<file path="config.mk">
export PLATFORM = sky130hd
export DESIGN_NAME = led_pattern_sequencer
export DESIGN_NICKNAME = d
export VERILOG_FILES = /design/src/rtl/led_pattern_sequencer.sv
export SDC_FILE = /design/constraint.sdc
export NUM_CORES = 1
export LEC_CHECK = 0
export BUFFER_PORTS_ARGS = -buffer_cell sky130_fd_sc_hd__buf_4
export CAP_MARGIN = 10
export CORE_UTILIZATION = 50
export CTS_BUF_LIST = sky130_fd_sc_hd__clkbuf_8
export DETAILED_ROUTE_END_ITERATION = 16
export PLACE_DENSITY = 0.69
export SYNTH_ARGS = -nofsm -noshare
export SYNTH_HDL_FRONTEND = slang
export SYNTH_SLANG_ARGS = --single-unit
</file>
<file path="constraint.sdc">
create_clock -name clk -period 2.6 [get_ports clk]
set_input_delay 0.52 -clock clk [delete_from_list [all_inputs] [get_ports clk]]
set_output_delay 0.52 -clock clk [all_outputs]
set_load 0.01 [all_outputs]
</file>
<file path="src/rtl/led_pattern_sequencer.sv">
// led_pattern_sequencer
//   Drives an 8-LED bank with one of four patterns: walk, bounce, binary count
//   or blink. A free-running prescaler sets the step rate. Pattern changes
//   arrive on a valid/ready port. A change is held pending and takes effect
//   only on the next step boundary.
// Ports
//   clk, rst         system clock; synchronous active-high reset
//   mode_req_valid   request a pattern change
//   mode_req[1:0]    requested pattern: 0 WALK, 1 BOUNCE, 2 COUNT, 3 BLINK
//   mode_req_ready   high while no request is pending
//   pause            freezes the prescaler, and therefore the pattern
//   tick             one-cycle pulse; the edge that sees it performs a step
//   mode[1:0]        pattern currently displayed
//   leds[7:0]        LED bank, 1 = on
module led_pattern_sequencer #(
   parameter int LOG2DELAY = 20
) (
   input  logic       clk,
   input  logic       rst,
   input  logic       mode_req_valid,
   input  logic [1:0] mode_req,
   output logic       mode_req_ready,
   input  logic       pause,
   output logic       tick,
   output logic [1:0] mode,
   output logic [7:0] leds
);

   localparam logic [1:0] M_WALK   = 2'd0;
   localparam logic [1:0] M_BOUNCE = 2'd1;
   localparam logic [1:0] M_COUNT  = 2'd2;
   localparam logic [1:0] M_BLINK  = 2'd3;
   localparam logic [LOG2DELAY-1:0] PRESC_ONE = LOG2DELAY'(1);

   typedef enum logic [0:0] {ST_RUN, ST_PENDING} state_t;

   state_t               state_q, state_d;
   logic [LOG2DELAY-1:0] presc_q, presc_d;
   logic                 tick_q, tick_d;
   logic [1:0]           mode_q, mode_d;
   logic [1:0]           pend_q, pend_d;
   logic [7:0]           leds_q, leds_d;
   logic                 dir_up_q, dir_up_d;
   logic                 dir_eff;

   always_ff @(posedge clk) begin
      if (rst) begin
         state_q  <= ST_RUN;
         presc_q  <= '0;
         tick_q   <= 1'b0;
         mode_q   <= M_WALK;
         pend_q   <= M_WALK;
         leds_q   <= 8'h01;
         dir_up_q <= 1'b1;
      end else begin
         state_q  <= state_d;
         presc_q  <= presc_d;
         tick_q   <= tick_d;
         mode_q   <= mode_d;
         pend_q   <= pend_d;
         leds_q   <= leds_d;
         dir_up_q <= dir_up_d;
      end
   end

   always_comb begin
      presc_d  = presc_q;
      tick_d   = 1'b0;
      state_d  = state_q;
      mode_d   = mode_q;
      pend_d   = pend_q;
      leds_d   = leds_q;
      dir_up_d = dir_up_q;
      dir_eff  = dir_up_q;

      // Tick is raised for the cycle after the all-ones -> zero wrap.
      if (!pause) begin
         presc_d = presc_q + PRESC_ONE;
         tick_d  = (presc_q == '1);
      end

      // The step uses tick_q, not pause. A tick that is already raised is
      // consumed even if pause rises in the same cycle.
      if (tick_q && state_q == ST_PENDING) begin
         mode_d  = pend_q;
         state_d = ST_RUN;
         unique case (pend_q)
            M_WALK:   leds_d = 8'h01;
            M_BOUNCE: begin leds_d = 8'h01; dir_up_d = 1'b1; end
            M_COUNT:  leds_d = 8'h00;
            default:  leds_d = 8'hFF;
         endcase
      end else if (tick_q) begin
         unique case (mode_q)
            M_WALK:   leds_d = {leds_q[6:0], leds_q[7]};
            M_BOUNCE: begin
               // Turn around at an end LED so that it shows for only one step.
               if (leds_q == 8'h80)      dir_eff = 1'b0;
               else if (leds_q == 8'h01) dir_eff = 1'b1;
               leds_d   = dir_eff ? {leds_q[6:0], 1'b0} : {1'b0, leds_q[7:1]};
               dir_up_d = dir_eff;
            end
            M_COUNT:  leds_d = leds_q + 8'd1;
            default:  leds_d = ~leds_q;
         endcase
      end

      // A request accepted on a tick edge does not affect that step.
      if (state_q == ST_RUN && mode_req_valid) begin
         pend_d  = mode_req;
         state_d = ST_PENDING;
      end
   end

   assign mode_req_ready = (state_q == ST_RUN);
   assign tick           = tick_q;
   assign mode           = mode_q;
   assign leds           = leds_q;

endmodule

</file>
# Yosys cells after proc, flatten, opt, wreduce, memory -nomap -nowiden
# Cells that the tools add are included.
# classes
reduce_logical,10
n_mul,0
n_addsub,2
div,0
magnitude_cmp,0
n_eq_ne,8
shift,0
bitwise_logic,2
mux,16
# op_table
op,n
$mux 8,3
$pmux 8 s3,1
$add 20x1->20 const B,1
$eq 20x20->1 const B,1
$pmux 8 s2,1
$mux 1,11
$add 8x1->8 const B,1
$eq 8x1->1 const B,1
$eq 8x8->1 const B,1
$not 8->8,1
$reduce_bool 2->1,3
$eq 2x1->1 const B,2
$eq 2x2->1 const B,2
$logic_not 2->1,2
$reduce_or 2->1,2
$reduce_and 3->1,1
$logic_and 1x1->1,2
$ne 2x1->1 const B,1
$not 1->1,1
# totals
output_inout_bits,12
latch_bits,0
reg_bits,35
inputBits,6
elab_cells,45
mem_count,0
romBits,0
ramBits,0

# Depth between registers and ports, before layout
# depth
word_depth,10
ltp_mapped,7
mapped_depth_nobuf,7

# Least setup slack after synthesis
# Ideal clock, no wire load.
# synth_timing
kind,input to register
startpoint,input port pause
endpoint,register presc_q[19]
required_ns,2.529
arrival_ns,1.458
slack_ns,1.071
path_stages,5
path_cell_list,nand3b_4 nor3_4 nand3_4 or3_1 a21oi_1
# synth_lines
element,line_no,text
start: declaration,23,"input logic pause,"
end signal: assignment,57,presc_q <= presc_d;
end: declaration,38,"logic [LOG2DELAY-1:0] presc_q, presc_d;"

# Final worst setup path
# layout_timing
startpoint,register state_q
endpoint,register leds_q[6] (netlist: leds[6])
# layout_between
elab_chain_len,2
elab_cells_between_ends,3
classes_between,mux (1); reduce/logical (2)
# layout_rtl
element,line_no,text
start: declaration,37,"state_t state_q, state_d;"
start signal: assignment,56,state_q <= state_d;
$logic_and 1x1->1 *,84,if (tick_q && state_q == ST_PENDING) begin
$mux 8 / $reduce_bool 2->1 (equally long branches),-,
end signal: assignment,61,leds_q <= leds_d;
end: declaration,42,"logic [7:0] leds_q, leds_d;"
# Every way passes the cells marked *; elsewhere a longest branch is shown, timed or not.
# A chain may end at the register's enable or synchronous reset.

==> run metrics <==
status finished, final reports clean; ant diodes 0; slowest CP cell dfxtp_1; DRC 0; GRT Resource Usage Total 0.230; Die Y-Extent 65.3 um; H-tree levels 2; Worst setup EP type flop; Reg2Reg Setup Slack 610 ps; placed cells around 300; Async SR Flop Fraction 0; layout cells sized above 1 0.128; max-slew violation count 0; Critical Path Start Type flop; final hold violations 0; Wirelength per Cell 14.1 um; register area 701 sq um; Synth warnings 0; Layout area overhead 10.9%; Tightest Pin Transition 603 ps; Worst R2R Start state_q; CP max stage delay 690 ps; Util after Layout 0.593; post-CTS setup buffer count 0; hold path start presc_q[19]; PnR Total Power 1.02 mW; row count 22; final non-filler cell total 306; sequential cell area fraction in the yosys report 0.350; Syn Nets 260; routability cong. 0.907; Critical Path RT 2810 ps; Pwr Density 461 mW/mm^2; hold path depth 2; clock root cell clkbuf_8; Tmin final 1990 ps; Core ar. 0.00374 sq mm; fillcell total 379; vias in the first global route 1634; global-route wire length before repair 7680 um; Layout Nets 267; Layout Skew 3.27 ps; achievable frequency 0.504 GHz; hold_buf cts 0; Yosys cell types 50; CTS sink cnt 35; arrival time at the worst endpoint about 2200 ps; crit path kind flop to flop; final WL 4320 um; Initial Util 0.535; Routed Antenna Nets 0; Post-DP HPWL 2860 um; detailed-router iteration count before antenna repair 4; Post-synth EDFFs 0; count of buffers from port buffering 17; Mapped Cells 250; hold crit path type flop to flop; RR Endpoint leds[6]; Worst-Skew Late Latency 280 ps; initial DRC count ~180; CTS resizes 0; largest net degree at the start of global routing 38; Post-synth top flop dfxtp_1; Reg clk slew, reported paths 70 ps; Max clock buf depth 2; setup violators final 0; Sum Neg Setup Slack 0 ps; Syn Area/Cell 8.01 sq um; Vias 1764; footprint of the multi-input gates 0.00120 sq mm; worst-path cell chain nand3_1, and2_1, a2111oi_0, o221ai_1, o211ai_1; Pleak 0.867 nW; R2R depth 5; RSZ-0062 raised after global routing no; FF+latch count, synth 35; Die Width 65.3 um; CTS tree yes; worst vdd ir 0.502 mV; crit path max fanout 17; via/cell ratio 5.76; die area 0.00426 sq mm; GRT overflow 0; initial antenna violation count 0; max-cap violations 0; Post-Syn Area 0.00200 sq mm; Slew Limit Headroom 0.597; hold endpoint tick; period utilization 0.764; I/O pins 18; total CTS buffers 5
## sequential cells by signal, summed over array words and instances, names as in the netlist
signal	flops
state_q	1
leds	8
mode	2
presc_q	20
dir_up_q	1
pend_q	2
tick	1
## layer usage
metal,wire (um),GRT usage,vias up
met5,0,0,-
met1,2140,0.335,814
met2,1890,0.332,46
li1,-,-,899
met3,240,0.0521,5
met4,50,0.0707,0
## how the worst max path moves through the flow
stage                     startpoint           to  slack [ps]  depth (start not counted)
final                        state_q      leds[6]         610                          5
after global routing         state_q      leds[6]         420                          5
after CTS                    state_q      leds[6]         600                          5
after detailed placement     state_q      leds[6]         630                          5
after global placement       state_q      leds[6]         660                          5
after floorplan                pause  presc_q[19]        1070                          5
## final cells by class
cell class | instances | area share
clock inverters | 1 | 0.00169
multi-input cells | 190 | 0.541
flip-flops and latches | 35 | 0.315
repair buffers | 17 | 0.0575
inverters | 8 | 0.0135
clock buffers | 7 | 0.0434
well taps | 48 | 0.0270
## cells in the mapped netlist (2+ instances only)
cell	instances	area, sq um
mux2i_1	8	80.1
and3_1	7	43.8
o21ai_1	3	15.0
xor2_1	10	87.6
mux2_2	2	22.5
inv_1	8	30.0
buf_2	5	25.0
o22ai_1	3	18.8
and2_1	2	12.5
nand3_1	9	45.0
nor2b_1	3	18.8
nand2_1	24	90.1
clkbuf_1	11	41.3
and4b_1	2	20.0
or3_1	6	37.5
xnor2_1	6	52.6
a21oi_1	15	75.1
nor3_1	5	25.0
nand2b_1	2	12.5
nand4_1	5	31.3
dfxtp_1	35	701
a31oi_1	7	43.8
o21ai_0	12	60.1
nor2_1	30	113
ha_1	4	50.1
a221oi_1	2	17.5
## placed cells by master (no fill, tap or decap), types with 2 or more instances in the layout
cell type / instances
a21oi_1: 15
nor3_1: 5
and2_1: 2
xnor2_1: 6
a31oi_1: 7
a221oi_1: 2
mux2_2: 2
nor2b_1: 3
nand4_1: 5
ha_1: 4
inv_1: 9
nor2_1: 30
nand2_1: 24
o21ai_0: 12
xor2_1: 10
and3_1: 7
nand3_1: 9
nand2b_1: 2
dfxtp_1: 35
o21ai_1: 3
o22ai_1: 3
clkbuf_8: 7
buf_4: 17
and4b_1: 2
or3_1: 6
mux2i_1: 8
## cell families (layout without fill, tap and decap cells)
| kind of cell | Yosys count | in the layout | synth area share |
|---|---|---|---|
| simple gates | 104 | 104 | 0.280 |
| compound gates | 56 | 56 | 0.174 |
| flops | 35 | 35 | 0.350 |
| buf+inv | 25 | 33 | 0.0500 |
| xor+xnor | 16 | 16 | 0.0700 |
| mux | 10 | 10 | 0.0512 |
| fa+ha+maj | 4 | 4 | 0.0250 |
## report_power, final
group / internal, mW / switching (mW)
Clock: 0.238 / 0.191
Sequential: 0.543 / 0.0132
Combinational: 0.0176 / 0.0211
Total: 0.798 / 0.225
## per-stage QoR
| step | setup WS (ps) | hold slack (ps) | area, sq um |
|---|---|---|---|
| finish | 615 | 465 | 2220 |
| global route | 417 | 492 | 2220 |
| CTS | 601 | 463 | 2220 |
| detailed placement | 626 | 460 | 2120 |
| global placement | 660 | 468 | 2120 |
| floorplan | 1070 | 439 | 2000 |
## worst max-delay path, delay by kind of cell, from the launching register on
kind | cells | cell delay [ps]
AO/OA/AOI/OAI | 3 | 820
flip-flops | 1 | 690
AND/OR/NAND/NOR | 2 | 400
(Power assumes the default switching activity.)
